**src/rtl/ias_sequencer.sv**
```systemverilog
// ias_sequencer: multi-cycle control sequencer for the IAS datapath.
// Walks fetch / decode / execute / write-back, runs the left (IR) and right
// (IBR) instruction halves of each fetched word, stalls on memory wait
// states, times the multiplier and parks in HALT until reset.
module ias_sequencer #(
    parameter int OPCODE_W   = 8,
    parameter int MUL_CYCLES = 4
) (
    input  logic                clk,
    input  logic                reset,
    input  logic [OPCODE_W-1:0] opcode,
    input  logic                mem_ready,
    input  logic                ac_negative,
    output logic                mem_read,
    output logic                mem_write,
    output logic                load_ir,
    output logic                load_ibr,
    output logic                increment_pc,
    output logic                load_pc,
    output logic                load_ac,
    output logic                load_mq,
    output logic [1:0]          alu_op,
    output logic                half_sel,
    output logic                halted,
    output logic                illegal_op
);

    localparam int CNT_W = $clog2(MUL_CYCLES + 1);

    localparam logic [OPCODE_W-1:0] OP_LOAD  = OPCODE_W'(8'h01);
    localparam logic [OPCODE_W-1:0] OP_STOR  = OPCODE_W'(8'h21);
    localparam logic [OPCODE_W-1:0] OP_ADD   = OPCODE_W'(8'h05);
    localparam logic [OPCODE_W-1:0] OP_SUB   = OPCODE_W'(8'h06);
    localparam logic [OPCODE_W-1:0] OP_LDMQM = OPCODE_W'(8'h09);
    localparam logic [OPCODE_W-1:0] OP_LDMQ  = OPCODE_W'(8'h0A);
    localparam logic [OPCODE_W-1:0] OP_MUL   = OPCODE_W'(8'h0B);
    localparam logic [OPCODE_W-1:0] OP_JMPL  = OPCODE_W'(8'h0D);
    localparam logic [OPCODE_W-1:0] OP_JMPR  = OPCODE_W'(8'h0E);
    localparam logic [OPCODE_W-1:0] OP_JPOSL = OPCODE_W'(8'h0F);
    localparam logic [OPCODE_W-1:0] OP_JPOSR = OPCODE_W'(8'h10);
    localparam logic [OPCODE_W-1:0] OP_HALT  = OPCODE_W'(8'hFF);

    typedef enum logic [2:0] {
        S_FETCH,
        S_DECODE,
        S_EXECUTE,
        S_MULWAIT,
        S_WRITE_BACK,
        S_HALT
    } state_t;

    state_t              state;
    logic                half;
    logic                start_half;
    logic                jump_taken;
    logic [OPCODE_W-1:0] op_reg;
    logic [CNT_W-1:0]    mul_cnt;
    logic                take_jump;

    // Jump decision for the latched opcode; conditional jumps look at the AC sign only here.
    always_comb begin
        take_jump = 1'b0;
        if (op_reg == OP_JMPL || op_reg == OP_JMPR)
            take_jump = 1'b1;
        else if (op_reg == OP_JPOSL || op_reg == OP_JPOSR)
            take_jump = ~ac_negative;
    end

    // Sequencer state, instruction-half tracking and multiplier countdown.
    always_ff @(posedge clk or posedge reset) begin
        if (reset) begin
            state      <= S_FETCH;
            half       <= 1'b0;
            start_half <= 1'b0;
            jump_taken <= 1'b0;
            op_reg     <= '0;
            mul_cnt    <= '0;
        end else begin
            case (state)
                S_FETCH: begin
                    if (mem_ready) begin
                        half  <= start_half;
                        state <= S_DECODE;
                    end
                end
                S_DECODE: begin
                    op_reg <= opcode;
                    state  <= (opcode == OP_HALT) ? S_HALT : S_EXECUTE;
                end
                S_EXECUTE: begin
                    case (op_reg)
                        OP_LOAD, OP_ADD, OP_SUB, OP_LDMQM, OP_STOR: begin
                            if (mem_ready)
                                state <= S_WRITE_BACK;
                        end
                        OP_MUL: begin
                            if (mem_ready) begin
                                mul_cnt <= CNT_W'(MUL_CYCLES);
                                state   <= S_MULWAIT;
                            end
                        end
                        OP_JMPL, OP_JPOSL: begin
                            if (take_jump) begin
                                jump_taken <= 1'b1;
                                start_half <= 1'b0;
                            end
                            state <= S_WRITE_BACK;
                        end
                        OP_JMPR, OP_JPOSR: begin
                            if (take_jump) begin
                                jump_taken <= 1'b1;
                                start_half <= 1'b1;
                            end
                            state <= S_WRITE_BACK;
                        end
                        default: state <= S_WRITE_BACK;
                    endcase
                end
                S_MULWAIT: begin
                    mul_cnt <= mul_cnt - CNT_W'(1);
                    if (mul_cnt == CNT_W'(1))
                        state <= S_WRITE_BACK;
                end
                S_WRITE_BACK: begin
                    if (jump_taken) begin
                        jump_taken <= 1'b0;
                        state      <= S_FETCH;
                    end else if (!half) begin
                        // Right half is already sitting in IBR: no fetch needed.
                        half  <= 1'b1;
                        state <= S_DECODE;
                    end else begin
                        start_half <= 1'b0;
                        state      <= S_FETCH;
                    end
                end
                S_HALT:  state <= S_HALT;
                default: state <= S_FETCH;
            endcase
        end
    end

    // Control strobes decoded from state; reset forces them all low immediately.
    always_comb begin
        mem_read     = 1'b0;
        mem_write    = 1'b0;
        load_ir      = 1'b0;
        load_ibr     = 1'b0;
        increment_pc = 1'b0;
        load_pc      = 1'b0;
        load_ac      = 1'b0;
        load_mq      = 1'b0;
        alu_op       = 2'b00;
        half_sel     = 1'b0;
        halted       = 1'b0;
        illegal_op   = 1'b0;
        if (!reset) begin
            half_sel = half;
            case (state)
                S_FETCH: begin
                    mem_read = 1'b1;
                    if (mem_ready) begin
                        load_ir      = 1'b1;
                        load_ibr     = 1'b1;
                        increment_pc = 1'b1;
                    end
                end
                S_EXECUTE: begin
                    case (op_reg)
                        OP_LOAD: begin
                            mem_read = 1'b1;
                            load_ac  = mem_ready;
                        end
                        OP_ADD: begin
                            mem_read = 1'b1;
                            load_ac  = mem_ready;
                            alu_op   = mem_ready ? 2'b01 : 2'b00;
                        end
                        OP_SUB: begin
                            mem_read = 1'b1;
                            load_ac  = mem_ready;
                            alu_op   = mem_ready ? 2'b10 : 2'b00;
                        end
                        OP_LDMQM: begin
                            mem_read = 1'b1;
                            load_mq  = mem_ready;
                        end
                        OP_STOR:  mem_write = 1'b1;
                        OP_LDMQ:  load_ac   = 1'b1;
                        OP_MUL:   mem_read  = 1'b1;
                        OP_JMPL, OP_JMPR, OP_JPOSL, OP_JPOSR: load_pc = take_jump;
                        default:  illegal_op = 1'b1;
                    endcase
                end
                S_MULWAIT: begin
                    if (mul_cnt == CNT_W'(1)) begin
                        load_ac = 1'b1;
                        load_mq = 1'b1;
                        alu_op  = 2'b11;
                    end
                end
                S_HALT:  halted = 1'b1;
                default: ;
            endcase
        end
    end

endmodule

```
**config.mk**
```make
export PLATFORM = sky130hd
export DESIGN_NAME = ias_sequencer
export DESIGN_NICKNAME = d
export VERILOG_FILES = /design/src/rtl/ias_sequencer.sv
export SDC_FILE = /design/constraint.sdc
export NUM_CORES = 1
export LEC_CHECK = 0
export ABC_CLOCK_PERIOD_IN_PS = 2450
export BUFFER_PORTS_ARGS = -buffer_cell sky130_fd_sc_hd__buf_2
export CORE_MARGIN = 2
export CORE_UTILIZATION = 25
export CTS_BUF_LIST = sky130_fd_sc_hd__clkbuf_8 sky130_fd_sc_hd__clkbuf_16
export CTS_CLUSTER_DIAMETER = 30
export DETAILED_ROUTE_END_ITERATION = 8
export PLACE_DENSITY_LB_ADDON = 0.2
export SYNTH_ARGS = -nofsm -noshare
export SYNTH_HDL_FRONTEND = slang
export SYNTH_SLANG_ARGS = --single-unit
```
**constraint.sdc**
```tcl
create_clock -name clk -period 2.45 [get_ports clk]
set_input_delay 0.49 -clock clk [delete_from_list [all_inputs] [get_ports clk]]
set_output_delay 0.49 -clock clk [all_outputs]
set_load 0.1 [all_outputs]
```
Word-level counts from Yosys, hierarchy flattened --
Cells that the tools add are included.
Storage, ports and cells: output and inout bits 13, register bits after elaboration 17
Cells by class: multiplexer cells 55, bitwise gates (word level) 1, reductions and logical operators 18, add/subtract/negate cells 1, equal/unequal tests 31
Operators with widths (count):
- $eq A8 B4 Y1 const B | 6
- $mux W1 | 33
- $mux W3 | 6
- $pmux W3 S6 | 1
- $eq A8 B3 Y1 const B | 2
- $ne A2 B2 Y1 const B | 8
- $pmux W1 S2 | 8
- $ne A3 B3 Y1 const B | 4
- $pmux W3 S2 | 2
- $reduce_or A11 Y1 | 1
- $reduce_or A5 Y1 | 2
- $reduce_and A3 Y1 | 3
- $eq A8 B1 Y1 const B | 1
- $eq A8 B5 Y1 const B | 1
- $eq A8 B6 Y1 const B | 1
- $eq A8 B8 Y1 const B | 1
- $pmux W2 S2 | 2
- $eq A3 B1 Y1 const B | 2
- $eq A3 B2 Y1 const B | 2
- $eq A3 B3 Y1 const B | 2
- $mux W2 | 3
- $reduce_and A6 Y1 | 1
- $reduce_bool A2 Y1 | 3
- $reduce_and A4 Y1 | 1
- other kinds (8) | 10

Depth between registers and ports, before layout --
depth after elaboration 7, gate-level depth with buffers 6, gate-level depth less buffers 6

Worst setup path after synthesis --
Ideal clock, no wire load.
path type register to output, start point register state[0], end point output port illegal_op, arrival 5.927 ns, cell stages (with the launch flop) 5, buffers on the path 1, path slack -3.967 ns, data required time 1.960 ns, path through dfrtp_1 or3b_2 clkbuf_1 a311o_1 a2111oi_0
On the way: word-level cells in the longest chain between the ends 3
RTL lines:
- start: declaration | RTL line 52 | state_t state;
- start signal: assignment | RTL line 88 | state <= (opcode == OP_HALT) ? S_HALT : S_EXECUTE;
- $eq A3 B2 Y1 | RTL line 159 | case (state)
- $mux W1 | RTL line 159
- $mux W1 | RTL line 157 | if (!reset) begin
- end: declaration | RTL line 25 | output logic illegal_op
No other way between the ends.

Worst setup path in the final report --
start point register op_reg[7], end point output port alu_op[1]
On the way: word-level cells in the longest chain between the ends 4
RTL lines:
- start: declaration | RTL line 56 | logic [OPCODE_W-1:0] op_reg;
- start signal: assignment | RTL line 87 | op_reg <= opcode;
- $eq A8 B3 Y1 | RTL line 169 | case (op_reg)
- $pmux W2 S2 * | RTL line 169
- $pmux W2 S2 * | RTL line 159
- $mux W2 * | RTL line 157
- end: declaration | RTL line 22 | output logic [1:0] alu_op,
Mark *: on every way between the ends. The rest lies on a longest branch, timed or not.

==> impl_metrics.toml <==
[grt]
grt_pass1_wl_mm = 5.72
grt_max_degree = 18
grtUsageTotal_pct = 13.9
antenna_found_initial = 0
grt_pass1_vias = 1193
grt.overflow.total = 0

[timing]
skew_ns = 0.00296
rsz0062_at_grt = "true"
finalCriticalPeriod_ns = 2.78
hold_viol = 0
fmax_mhz = 359
tightest_slew_ns = 0.485
setup_viol = 6
min_period_over_period_pct = 114
slew_violations = 0
maxSlewHeadroom_pct = 67.9
hold-worst-slack_ns = 0.397
final.setup.worst_slack_ns = -0.334

[clock_network]
cts_sinks = 17
root_buffer = "clkbuf_8"
clk_pin_slew_ns = 0.07
cts.htree.levels = 1
clockBufferDepth = 2
cts_tree = "yes"
cts_inserted_buffers = 3
clock_latency_ns = 0.26

[detailed_routing]
vias_per_cell = 5.22
drtIter0Drc = 52
wire_per_inst_um = 14.2
via_count = 1190
antenna_left = 0
drc = 0
wl_mm = 3.25
drt-pass1-iter-count = 4

[yosys]
ys_warn_count = 0
seq_area_frac_synth_pct = 35.9
synth_nets = 151
synth_seq_cells = 17
syn_area_per_cell_um2 = 8.66
syn_area_um2 = 1190
ys.flop_type = "dfrtp_1"
netlist_instances = 137
synth.distinct_cells = 42
async_flop_share_pct = 100
synth_edf_count = 0

[floorplanning]
die_h_um = 72.9
placeableCoreArea_um2 = 4660
start_util_pct = 25.4
dieWidth_um = 72.9
dieArea_um2 = 5310
io-pin-count = 25
placementRows = 25

[run_status]
violations = "setup timing"
status = "complete, but fails checks"

[min_path]
hp-class = "input pin to async pin"

[power]
p_per_area_nw_per_um2 = 1100
ir_worst_vdd_mv = 0.435
total_power_mw = 1.99
p_leak_nw = 0.729

[place]
port-buffer-count = 24
dpl-instance-area_um2 = 1710
gp_congestion = 0.754
hpwl_mm = 2.58
dp.cells = 223

[critical_path]
cp-start-kind = "flop"
critPathRequiredTime_ns = 1.96
worst-path-max-fanout = 2
worstPathArrival_ns = 2.29
worstSetupEndpointType = "primary output"
crit_type = "flop to primary output"

[finish]
instances_no_fill = 228
antenna_cells = 0
fin_area_um2 = 1820
drive_gt1_share_pct = 43.1
largest_reg_flops = 8
area_delta_synth_final_pct = 53.1
layout_common_cells = "18 x buf_4, 17 x dfrtp_1, 15 x buf_2, 11 x o21ai_0, 11 x nor2_1"
nNetsFinal = 189
layout_commonest_cell = "buf_4"

[flow_run]
max_cap_violations = 0
[area by class of cell]
cell class,instances,area [um^2]
inverter,6,22.5
timing repair buffer,42,390
clock inverter,1,3.75
multi-input combinational,105,865
tap,54,67.6
sequential,17,425
clock buffer,3,41.3
fill,456,2850
[metal layers]
metal	share of wire, %	vias up	wire length, um	track usage, %
met5	0	-	0	0
met4	1.6	0	51	5.14
met3	2.6	5	86	2.35
met2	52	18	1670	23.9
met1	44	581	1430	17.3
li1	-	586	-	-
[metrics by stage]
step | utilization, % | TNS [ns] | worst slack (ns)
3_3_place_gp | 36.7 | -0.0839 | -0.0529
5_1_grt | 39.0 | -1.89 | -0.412
3_5_place_dp | 36.7 | -0.0954 | -0.0554
6_report | 39.0 | -1.45 | -0.334
2_1_floorplan | - | -1.92 | -0.535
4_1_cts | 38.2 | -1.57 | -0.345
[logic make-up after synthesis]
family	after synthesis	share of synthesized area (%)
multiplexers	7	6.54
buffers and inverters	15	5.38
adder cells (fa/ha/maj)	2	2.11
AND/OR/NAND/NOR	61	29.9
AO/OA/AOI/OAI	35	20.3
flip-flops	17	35.9
[cells in the mapped netlist (2+ instances only)]
library cell  number  share of area (%)
a2111oi_0          2                1.5
a211oi_1           2                1.3
a21oi_1            5                2.1
a2bb2oi_1          2                1.5
a31oi_1            4                2.1
and2_1             3                1.6
buf_4              2                1.3
clkbuf_1           7                2.2
dfrtp_1           17                 36
ha_1               2                2.1
inv_1              6                1.9
mux2_2             6                5.7
nand2_1            8                2.5
nand2b_1           5                2.6
nand3_1            3                1.3
nand3b_1           3                1.9
nand4_1            3                1.6
nor2_1            12                3.8
nor2b_1            3                1.6
nor3_1             7                3.0
nor4_1             4                2.1
o21ai_0           11                4.6
[report_power, final]
group	leakage (nW)	internal [mW]	switching, mW
sequential	0.209	0.420	0.106
clock	0.0269	0.112	0.100
combinational	0.493	0.496	0.757
total	0.729	1.03	0.963
[path summary, 6_finish.rpt]
path                       depth (start not counted)         end  slack [ns]        from
max                                                5   alu_op[1]       -0.33   op_reg[7]
min                                                3  mul_cnt[2]        0.40       reset
max reg2reg                                        5    state[2]        0.28   op_reg[7]
min reg2reg                                        1  mul_cnt[0]        0.53  mul_cnt[0]
max in group asynchronous                          3   op_reg[1]        1.86       reset
min in group clk                                   3   op_reg[3]        0.46   opcode[3]
[what timing repair did]
| item | in CTS | in global routing |
|---|---|---|
| hold buffers | 0 | 0 |
| gates cloned | 0 | 0 |
| pin swaps | 0 | 2 |
| buffers inserted | 0 | 1 |
| endpoints found under the hold margin | 0 | 0 |
| setup endpoints to repair | 6 | 7 |
| gates resized for setup | 4 | 5 |
[worst max-delay path: stages, from the launching register on]
cell and delay [ns]:
dfrtp_1 0.38, or4_4 0.53, or4b_4 0.50, o22a_4 0.23
nor3_4 0.19, buf_12 0.20
(Power assumes the default switching activity.)
